==> config.mk <==
export PLATFORM = sky130hd
export DESIGN_NAME = digit_marquee
export DESIGN_NICKNAME = d
export VERILOG_FILES = /design/src/rtl/digit_marquee.sv
export SDC_FILE = /design/constraint.sdc
export NUM_CORES = 1
export LEC_CHECK = 0
export ABC_AREA = 1
export BUFFER_PORTS_ARGS = -buffer_cell sky130_fd_sc_hd__buf_2
export CAP_MARGIN = 30
export CORE_ASPECT_RATIO = 1.4
export CORE_MARGIN = 2
export CORE_UTILIZATION = 25
export DETAILED_ROUTE_END_ITERATION = 8
export PLACE_DENSITY = 0.43
export SYNTH_ARGS = -nofsm -noshare
export SYNTH_HDL_FRONTEND = slang
export SYNTH_SLANG_ARGS = --single-unit
==> constraint.sdc <==
create_clock -name clk -period 1.42 [get_ports clk]
set_input_delay 0.142 -clock clk [delete_from_list [all_inputs] [get_ports clk]]
set_output_delay 0.142 -clock clk [all_outputs]
set_load 0.02 [all_outputs]
==> src/rtl/digit_marquee.sv <==
// Scrolling WIN-digit window over a circular frame of N_DIGITS digits plus GAP blanks.
// Define MARQUEE_BOUNCE_EN for ping-pong scrolling instead of circular wrap.
module digit_marquee #(
  parameter int N_DIGITS   = 3,
  parameter int WIN        = 2,
  parameter int GAP        = 1,
  parameter int DW         = 4,
  parameter int BLANK_CODE = 10,
  parameter int STEP_DIV   = 4,
  localparam int L  = N_DIGITS + GAP,
  localparam int PW = (L > 1) ? $clog2(L) : 1,
  localparam int SW = (STEP_DIV > 1) ? $clog2(STEP_DIV) : 1
) (
  input  logic                   clk,
  input  logic                   rstn,
  input  logic                   enable,
  input  logic                   load,
  input  logic                   dir,
  input  logic [N_DIGITS*DW-1:0] digits_in,
  output logic [WIN*DW-1:0]      win_out,
  output logic [PW-1:0]          pos,
  output logic                   wrap
);

  logic [N_DIGITS-1:0][DW-1:0] snap;
  logic [L-1:0][DW-1:0]        frame;
  logic [WIN-1:0][DW-1:0]      slot;
  logic [SW-1:0]               presc;
  logic                        tick;
  logic [PW-1:0]               pos_nxt;
  logic                        wrap_nxt;
  logic                        bdir, bdir_nxt;

  // Frame is MSD first: slot f holds digit N_DIGITS-1-f, then GAP blanks.
  for (genvar f = 0; f < L; f++) begin : g_frame
    if (f < N_DIGITS) begin : g_dig
      assign frame[f] = snap[N_DIGITS-1-f];
    end else begin : g_blk
      assign frame[f] = DW'(BLANK_CODE);
    end
  end

  // Both addends are below L, so one conditional subtract gives the modulo.
  for (genvar j = 0; j < WIN; j++) begin : g_slot
    localparam int OFF = N_DIGITS - 1 - j;
    logic [PW:0] sum, idx;
    always_comb begin
      sum = {1'b0, pos} + (PW+1)'(OFF);
      idx = (sum >= (PW+1)'(L)) ? sum - (PW+1)'(L) : sum;
    end
    assign slot[j] = frame[idx[PW-1:0]];
  end

  assign tick = (presc == SW'(STEP_DIV-1));

`ifdef MARQUEE_BOUNCE_EN
  logic dir_unused;
  assign dir_unused = dir;

  always_comb begin
    pos_nxt  = pos;
    bdir_nxt = bdir;
    wrap_nxt = 1'b0;
    if (L == WIN) begin
      pos_nxt  = '0;
      bdir_nxt = 1'b0;
      wrap_nxt = 1'b1;
    end else if (!bdir) begin
      pos_nxt  = pos + PW'(1);
      bdir_nxt = (pos_nxt == PW'(L-WIN));
      wrap_nxt = bdir_nxt;
    end else begin
      pos_nxt  = pos - PW'(1);
      bdir_nxt = (pos_nxt != '0);
      wrap_nxt = (pos_nxt == '0);
    end
  end
`else
  always_comb begin
    bdir_nxt = 1'b0;
    if (dir) pos_nxt = (pos == '0) ? PW'(L-1) : pos - PW'(1);
    else     pos_nxt = (pos == PW'(L-1)) ? '0 : pos + PW'(1);
    wrap_nxt = (pos_nxt == '0);
  end
`endif

  always_ff @(posedge clk or negedge rstn) begin
    if (!rstn) begin
      snap    <= '0;
      pos     <= '0;
      presc   <= '0;
      win_out <= '0;
      wrap    <= 1'b0;
      bdir    <= 1'b0;
    end else begin
      win_out <= slot;
      if (!enable) begin
        // Parked: transparent capture, and disable wins over a coincident tick.
        snap  <= digits_in;
        pos   <= '0;
        presc <= '0;
        wrap  <= 1'b0;
        bdir  <= 1'b0;
      end else begin
        if (load) snap <= digits_in;
        wrap <= 1'b0;
        if (tick) begin
          presc <= '0;
          pos   <= pos_nxt;
          wrap  <= wrap_nxt;
          bdir  <= bdir_nxt;
        end else begin
          presc <= presc + SW'(1);
        end
      end
    end
  end

endmodule
==> results.md, run 1 <==
* Flop-to-flop setup slack at 0.24 ns
* Initial Util at 26.3%
* Site Rows at 29
* Mapped Cells at 140
* Period minus WS final at 1.22 ns
* Initial antenna violation count at 0
* Placed cells at 225
* WS Path Type: register to primary output
* Die area at 0.00538 mm^2
* Int Power at 1.09 mW
* Max Freq at 823 MHz
* GPL Wtd Cong at 0.783
* Final Setup Violations at 0
* Antenna-violating nets left at 0
* CP startpoint kind: register
* Switching pwr at 444 uW
* TNS Setup at 0 ns
* NumNets Final at 189
* Hold Path Depth at 3
* Clk pwr share at 27.4%
* Hold EP: frame[9]
* Register area share after synthesis at 52.1%
* YS warnings at 0
* Skew final at 0.00321 ns
* RSZ-0062 raised after global routing: no
* WL/cell at 10.3 um
* Commonest non-fill, non-tap cells in the layout: 53 x nand2_1, 27 x buf_2, 24 x dfrtp_1, 17 x nand3_1, 16 x inv_1
* Overall Global Routing Usage at 9.59%
* DRT Wirelength at 2.38 mm
* Post-route DRC violation count at 0
* Total CTS buffers at 3
* GR Overflow Total at 0
* Final worst-path cycle share at 85.6%
* Dpl cell area at 0.00138 mm^2
* Core area at 0.00457 mm^2
* WP data required at 1.28 ns
* Htree depth at 1
* Status: completed
* Worst min path class: input port to register
* Leakage at 0.786 nW
* Die width at 62.6 um
* CP Data Arrival Time at 1.07 ns
* Power per standard cell area at 1070 mW/mm^2
* # port buffers at 27
* Peak supply drop at 0.284 mV
* Reg2Reg Depth at 6
* First-pass GRT wire length at 4.09 mm
* CP max FO at 18
* Worst slew margin at 63.2%
* Crit path from: pos[0]
* Flop pwr share at 52.5%
* CTS tree: yes
* Total number of vias at 945
* Max-Cap Viols at 0
* FF+latch count, synth at 25
* Top cells by area, synth: dfrtp_1 52%, nand2_1 17%, nand3_1 7.1%
* Final Hold Viols at 0
* Comb power frac at 20.1%
* Drt initial violations at 22
* Most common cell after layout, fill and taps aside: nand2_1
* Area grow syn2layout at 19.1%
* Post-CTS setup buffer count at 0
* Post-Syn Area per Cell at 8.58 um^2
* # IOs at 28
* Yosys cell types at 12
* Reg2Reg Launch Point: pos[0]
* Clock sinks at 25
* Vias per cell at 4.11
* Worst skew pair latency at 0.27 ns
* Design area at 0.00143 mm^2
* Syn Nets at 160
* Share of the synthesized area in the top cell type at 52.1%
* First-pass detailed-route iteration total at 4
* Netlist Area Pre-Place at 0.00120 mm^2
* CTS max path bufs at 2
* Hold path start: digits_in[1]
* Layout cell share with drive strength beyond 1 at 27.4%
* Die Ht at 86.0 um
* CTS clk-pin slew, worst paths at 0.09 ns
* Setup crit end kind: primary output
* Largest net degree at the start of global routing at 26
* Power, Total at 1.53 mW
* Slew @ Worst Pin at 0.553 ns
* HPWL after DPL at 1.89 mm
* Root buffer selected by CTS: clkbuf_8
* Non-filler instance count after layout at 230
* FF-to-FF End: wrap
* Sw frac at 29.0%
* Slew Viols, Final at 0
* Synth area leader: dfrtp_1
* Vias in the first global route at 945
* Antenna fix cells at 0
-- per-stage QoR --
step	setup slack, ns	util [%]	hold WS [ns]
3_3_place_gp	0.262	30.1	0.161
2_1_floorplan	0.0603	-	-0.154
3_5_place_dp	0.253	30.1	0.172
4_1_cts	0.197	31.3	0.0583
5_1_grt	0.156	31.3	0.0734
6_report	0.205	31.3	0.0611
-- cell families (layout without fill, tap and decap cells) --
| family | count (synthesis) | after routing | share of synthesized area [%] |
|---|---|---|---|
| AO/OA/AOI/OAI | 13 | 13 | 7.92 |
| buffers and inverters | 25 | 53 | 11.8 |
| flip-flops | 25 | 25 | 52.1 |
| adder cells (fa/ha/maj) | 3 | 3 | 3.13 |
| AND/OR/NAND/NOR | 74 | 74 | 25.1 |
-- worst max-delay path, stage by stage (launching register included) --
cell     delay (ns)
dfrtp_2        0.39
buf_4          0.22
buf_2          0.20
-- timing repair --
action | in CTS | in global routing
hold endpoints to repair | 25 | 0
hold buffers | 1 | 0
resized for setup | 0 | 0
-- final cells by class --
class	instances	area [um^2]
repair buffers	30	160
fillers	513	3140
inverters	19	73.8
multi-input cells	90	447
flip-flops and latches	25	627
well taps	62	77.6
clock buffers	4	45.0
-- how the worst max path moves through the flow --
stage	cells past startpoint	to	slack (ns)
global placement	6	wrap	0.26
finish	2	pos[0]	0.20
detailed placement	6	wrap	0.25
CTS	2	pos[0]	0.20
global route	7	pos[1]	0.16
floorplan	9	pos[1]	0.06
-- synthesized netlist by cell type --
library cell,n
inv_4,1
inv_2,2
dfrtp_1,25
nor2_1,3
inv_1,16
nand2_2,1
nand2_1,53
nand3_1,17
buf_6,6
o21ai_1,5
ha_1,3
o21ai_2,8
-- flip-flops by register name, summed over array words and instances (netlist names) --
register	flops
frame	12
win_out	8
pos	2
presc	2
wrap	1
-- metal layers --
metal | wire [um] | track usage, % | up-vias
met3 | 88 | 1.44 | 4
met2 | 1290 | 19.0 | 21
met5 | 0 | 0 | -
met4 | 37 | 4.85 | 0
li1 | - | - | 486
met1 | 962 | 9.57 | 434
-- power groups by stage --
| stage | logic [mW] | clock network [mW] | registers (mW) |
|---|---|---|---|
| after floorplan | 0.166 | 0 | 0.867 |
| after global placement | 0.309 | 0 | 0.818 |
| after detailed placement | 0.312 | 0 | 0.819 |
| after CTS | 0.315 | 0.436 | 0.805 |
| after global routing | 0.345 | 0.460 | 0.813 |
| final | 0.308 | 0.419 | 0.804 |
No activity file was read; power rests on OpenSTA's default activity.
==> run 2: changes to the inputs <==
CORE_UTILIZATION = 30   (was 25)
PLACE_DENSITY = 0.49   (was 0.43)
SLEW_MARGIN = 20   (was unset)
==> results.md, run 2 (synthesis results as in run 1) <==
* Status: completed (unchanged)
* Setup crit end kind: primary output (unchanged)
* Leakage at 0.786 nW (unchanged)
* CTS tree: yes (unchanged)
* WL/cell at 11.2 um (was 10.3 um)
* Antenna fix cells at 0 (unchanged)
* FF-to-FF End: wrap (unchanged)
* Vias per cell at 4.56 (was 4.11)
* Hold Path Depth at 3 (unchanged)
* Non-filler instance count after layout at 211 (was 230)
* HPWL after DPL at 1.82 mm (was 1.89 mm)
* Flop-to-flop setup slack at 0.23 ns (was 0.24 ns)
* Die area at 0.00453 mm^2 (was 0.00538 mm^2)
* Initial antenna violation count at 0 (unchanged)
* CTS clk-pin slew, worst paths at 0.09 ns (about the same)
* CP Data Arrival Time at 1.07 ns (about the same)
* First-pass detailed-route iteration total at 5 (was 4)
* Slew Viols, Final at 0 (unchanged)
* Vias in the first global route at 931 (was 945)
* Reg2Reg Launch Point: pos[0] (unchanged)
* Clk pwr share at 27.6% (was 27.4%)
* CP max FO at 18 (unchanged)
* Area grow syn2layout at 17.1% (was 19.1%)
* Site Rows at 27 (was 29)
* TNS Setup at 0 ns (unchanged)
* Power per standard cell area at 1090 mW/mm^2 (was 1070 mW/mm^2)
* Skew final at 0.00127 ns (was 0.00321 ns)
* Worst skew pair latency at 0.27 ns (about the same)
* Drt initial violations at 22 (unchanged)
* Comb power frac at 20.0% (was 20.1%)
* Worst min path class: input port to register (unchanged)
* Int Power at 1.09 mW (about the same)
* Antenna-violating nets left at 0 (unchanged)
* Max FFs per register at 12 (unchanged)
* Final Hold Viols at 0 (unchanged)
* CP startpoint kind: register (unchanged)
* Max Freq at 823 MHz (about the same)
* Switching pwr at 449 uW (was 444 uW)
* Period minus WS final at 1.22 ns (about the same)
* Initial Util at 30.9% (was 26.3%)
* Clock sinks at 25 (unchanged)
* WS Path Type: register to primary output (unchanged)
* # port buffers at 27 (unchanged)
* Core area at 0.00388 mm^2 (was 0.00457 mm^2)
* Root buffer selected by CTS: clkbuf_8 (unchanged)
* Peak supply drop at 0.416 mV (was 0.284 mV)
* Worst slew margin at 61.8% (was 63.2%)
* First-pass GRT wire length at 4.05 mm (was 4.09 mm)
* Total CTS buffers at 3 (unchanged)
* Flop pwr share at 52.4% (was 52.5%)
* GPL Wtd Cong at 0.867 (was 0.783)
* Commonest non-fill, non-tap cells in the layout: 53 x nand2_1, 27 x buf_2, 24 x dfrtp_1, 17 x nand3_1, 16 x inv_1 (unchanged)
* Total number of vias at 962 (was 945)
* Hold path start: digits_in[1] (unchanged)
* Placed cells at 206 (was 225)
* Overall Global Routing Usage at 11.4% (was 9.59%)
* Post-route DRC violation count at 0 (unchanged)
* Reg2Reg Depth at 6 (unchanged)
* RSZ-0062 raised after global routing: no (unchanged)
* Sw frac at 29.2% (was 29.0%)
* # IOs at 28 (unchanged)
* Post-CTS setup buffer count at 0 (unchanged)
* Max-Cap Viols at 0 (unchanged)
* Hold EP: frame[9] (unchanged)
* Final Setup Violations at 0 (unchanged)
* Die Ht at 78.9 um (was 86.0 um)
* DRT Wirelength at 2.36 mm (was 2.38 mm)
* WP data required at 1.28 ns (about the same)
* GR Overflow Total at 0 (unchanged)
* Final worst-path cycle share at 85.6% (about the same)
* Layout cell share with drive strength beyond 1 at 27.4% (unchanged)
* Most common cell after layout, fill and taps aside: nand2_1 (unchanged)
* Htree depth at 1 (unchanged)
* NumNets Final at 189 (unchanged)
* Die width at 57.5 um (was 62.6 um)
* Largest net degree at the start of global routing at 26 (unchanged)
* CTS max path bufs at 2 (unchanged)
* Slew @ Worst Pin at 0.573 ns (was 0.553 ns)
-- run 2: per-layer routing --
| layer | global-route usage, % | wire length, um | up-vias | part of all wire, % |
|---|---|---|---|---|
| met5 | 0 | 0 | - | 0 |
| met4 | 4.88 | 35 | 0 | 1.5 |
| met3 | 2.12 | 129 | 4 | 5.5 |
| met2 | 19.7 | 1220 | 32 | 52 |
| met1 | 13.7 | 976 | 439 | 41 |
| li1 | - | - | 487 | - |
-- run 2: critical path, stage by stage, from the launching register on --
cell	delay, ns
dfrtp_2	0.39
buf_4	0.22
buf_2	0.20
-- run 2: timing repair --
| item | 4_1_cts | 5_1_grt |
|---|---|---|
| hold buffers | 1 | 0 |
| resized for setup | 0 | 0 |
| hold endpoints to repair | 25 | 0 |
-- run 2: layout make-up --
cell class                 instances  area [um^2]
fill                             411         2480
sequential                        25          627
multi-input combinational         90          447
timing repair buffer              30          160
inverter                          19         73.8
tap                               43         53.8
clock buffer                       4         45.0
-- run 2: worst max path at each step --
stage | endpoint | slack, ns | startpoint
global placement | wrap | 0.26 | pos[0]
global route | pos[0] | 0.14 | pos[0]
CTS | pos[0] | 0.19 | pos[0]
detailed placement | wrap | 0.24 | pos[0]
floorplan | pos[1] | 0.06 | pos[0]
finish | pos[0] | 0.20 | pos[0]
-- run 2: power groups by stage --
stage	combinational (mW)	clock, mW	sequential (mW)
floorplan	0.166	0	0.867
global placement	0.305	0	0.818
detailed placement	0.311	0	0.821
CTS	0.314	0.445	0.806
global route	0.348	0.473	0.813
finish	0.307	0.425	0.805
-- run 2: through the flow --
stage	cell area, um^2	utilization (%)	power, mW	hold WS, ns	setup slack, ns
after detailed placement	1350	34.8	1.13	0.173	0.244
final	1410	36.2	1.54	0.0653	0.205
after global routing	1410	36.2	1.63	0.0652	0.140
after global placement	1350	34.8	1.12	0.156	0.261
after CTS	1410	36.2	1.57	0.0565	0.191
after floorplan	1210	-	1.03	-0.154	0.0603
==> run 3: changes to the inputs <==
PLACE_DENSITY = unset   (was 0.49)
==> results.md, run 3 (synthesis results as in run 1) <==
* Status: completed (unchanged)
* Slew @ Worst Pin at 0.546 ns (was 0.573 ns)
* Placed cells at 206 (unchanged)
* Int Power at 1.08 mW (was 1.09 mW)
* First-pass detailed-route iteration total at 4 (was 5)
* CTS max path bufs at 2 (unchanged)
* Worst min path class: input port to register (unchanged)
* Leakage at 0.789 nW (was 0.786 nW)
* Hold path start: digits_in[1] (unchanged)
* Area grow syn2layout at 17.2% (was 17.1%)
* Skew final at 0.00112 ns (was 0.00127 ns)
* Drt initial violations at 16 (was 22)
* WS Path Type: register to primary output (unchanged)
* Final Hold Viols at 0 (unchanged)
* Die Ht at 78.9 um (unchanged)
* Period minus WS final at 1.22 ns (about the same)
* RSZ-0062 raised after global routing: no (unchanged)
* Sw frac at 28.8% (was 29.2%)
* Total CTS buffers at 3 (unchanged)
* Total number of vias at 926 (was 962)
* Initial antenna violation count at 0 (unchanged)
* Vias per cell at 4.39 (was 4.56)
* TNS Setup at 0 ns (unchanged)
* Commonest non-fill, non-tap cells in the layout: 53 x nand2_1, 27 x buf_2, 24 x dfrtp_1, 17 x nand3_1, 16 x inv_1 (unchanged)
* Antenna-violating nets left at 0 (unchanged)
* Die width at 57.5 um (unchanged)
* WL/cell at 10.8 um (was 11.2 um)
* DRT Wirelength at 2.29 mm (was 2.36 mm)
* Dpl cell area at 0.00135 mm^2 (unchanged)
* Worst slew margin at 63.6% (was 61.8%)
* Site Rows at 27 (unchanged)
* # IOs at 28 (unchanged)
* Final Setup Violations at 0 (unchanged)
* Post-route DRC violation count at 0 (unchanged)
* Setup crit end kind: primary output (unchanged)
* NumNets Final at 189 (unchanged)
* Max-Cap Viols at 0 (unchanged)
* Overall Global Routing Usage at 10.8% (was 11.4%)
* Layout cell share with drive strength beyond 1 at 28.0% (was 27.4%)
* Design area at 0.00141 mm^2 (about the same)
* Hold slack at 0.0616 ns (was 0.0653 ns)
* Core area at 0.00388 mm^2 (unchanged)
* Flop pwr share at 52.9% (was 52.4%)
* Antenna fix cells at 0 (unchanged)
* Vias in the first global route at 832 (was 931)
* Htree depth at 1 (unchanged)
* Largest net degree at the start of global routing at 26 (unchanged)
* First-pass GRT wire length at 3.73 mm (was 4.05 mm)
* Register area at 627 um^2 (unchanged)
* HPWL after DPL at 1.77 mm (was 1.82 mm)
* Reg2Reg Launch Point: pos[0] (unchanged)
* Peak supply drop at 0.558 mV (was 0.416 mV)
* Multi-input logic area at 447 um^2 (unchanged)
* CTS tree: yes (unchanged)
* Max Freq at 822 MHz (was 823 MHz)
* Clock sinks at 25 (unchanged)
* GPL Wtd Cong at 0.866 (was 0.867)
* Post-CTS setup buffer count at 0 (unchanged)
* CTS clk-pin slew, worst paths at 0.08 ns (was 0.09 ns)
* Die area at 0.00453 mm^2 (unchanged)
* GR Overflow Total at 0 (unchanged)
* Slew Viols, Final at 0 (unchanged)
* CP startpoint kind: register (unchanged)
* Final worst-path cycle share at 85.7% (was 85.6%)
* Worst skew pair latency at 0.27 ns (about the same)
* Root buffer selected by CTS: clkbuf_8 (unchanged)
* WP data required at 1.28 ns (about the same)
* Max FFs per register at 12 (unchanged)
* Most common cell after layout, fill and taps aside: nand2_1 (unchanged)
* Clk pwr share at 27.0% (was 27.6%)
* # port buffers at 27 (unchanged)
* Cts repair resizes at 0 (unchanged)
* Non-filler instance count after layout at 211 (unchanged)
* CP max FO at 18 (unchanged)
* Switching pwr at 438 uW (was 449 uW)
* Fill cells at 403 (was 411)
* Power per standard cell area at 1080 mW/mm^2 (was 1090 mW/mm^2)
* CP Data Arrival Time at 1.07 ns (about the same)
* Comb power frac at 20.1% (was 20.0%)
* Crit path from: pos[0] (unchanged)
* Initial Util at 30.9% (unchanged)
==> run 3: changes by cell type in the layout (fill, tap and decap cells not counted) <==
cell      before  now
clkbuf_1       1    0
clkinv_2       0    1
==> run 3: metrics by stage <==
stage          power [mW]  worst slack (ns)  util [%]
6_report             1.52             0.203      36.2
4_1_cts              1.55             0.192      36.2
3_3_place_gp         1.12             0.277      34.8
3_5_place_dp         1.13             0.256      34.8
2_1_floorplan        1.03            0.0603         -
5_1_grt              1.62             0.151      36.2
==> run 3: area by class of cell <==
| type | count | share of cell area (%) |
|---|---|---|
| sequential | 25 | 44.5 |
| multi-input combinational | 90 | 31.7 |
| timing repair buffer | 30 | 11.4 |
| inverter | 19 | 5.24 |
| tap | 43 | 3.82 |
| clock buffer | 3 | 2.93 |
| clock inverter | 1 | 0.356 |
==> run 3: critical path: stages (launching register included) <==
cell and delay (ns):
dfrtp_2 0.39, buf_4 0.22, buf_2 0.20
==> run 3: repair_timing <==
action                                  CTS  global route
hold buffers                              1             0
endpoints found under the setup margin    0             0
endpoints found under the hold margin    25             0
==> run 3: power groups by stage <==
stage | sequential (mW) | combinational, mW | clock (mW)
global route | 0.811 | 0.342 | 0.468
floorplan | 0.867 | 0.166 | 0
global placement | 0.818 | 0.305 | 0
detailed placement | 0.820 | 0.309 | 0
finish | 0.805 | 0.306 | 0.411
CTS | 0.806 | 0.312 | 0.434
==> run 3: path summary, 6_finish.rpt <==
path                       endpoint  slack (ns)  cells past startpoint
setup / recovery             pos[0]        0.20                      2
hold / removal             frame[9]        0.06                      3
setup reg to reg               wrap        0.25                      6
hold reg to reg            presc[0]        0.45                      1
max in group asynchronous    pos[0]        0.63                      2
min in group asynchronous  frame[3]        0.39                      2
==> run 3: routing by layer <==
layer | GRT usage (%) | part of all wire (%) | wire length, um
met1 | 13.1 | 43 | 984
met2 | 18.1 | 52 | 1180
met3 | 0.977 | 2.3 | 53
met4 | 6.98 | 2.9 | 67
met5 | 0 | 0 | 0
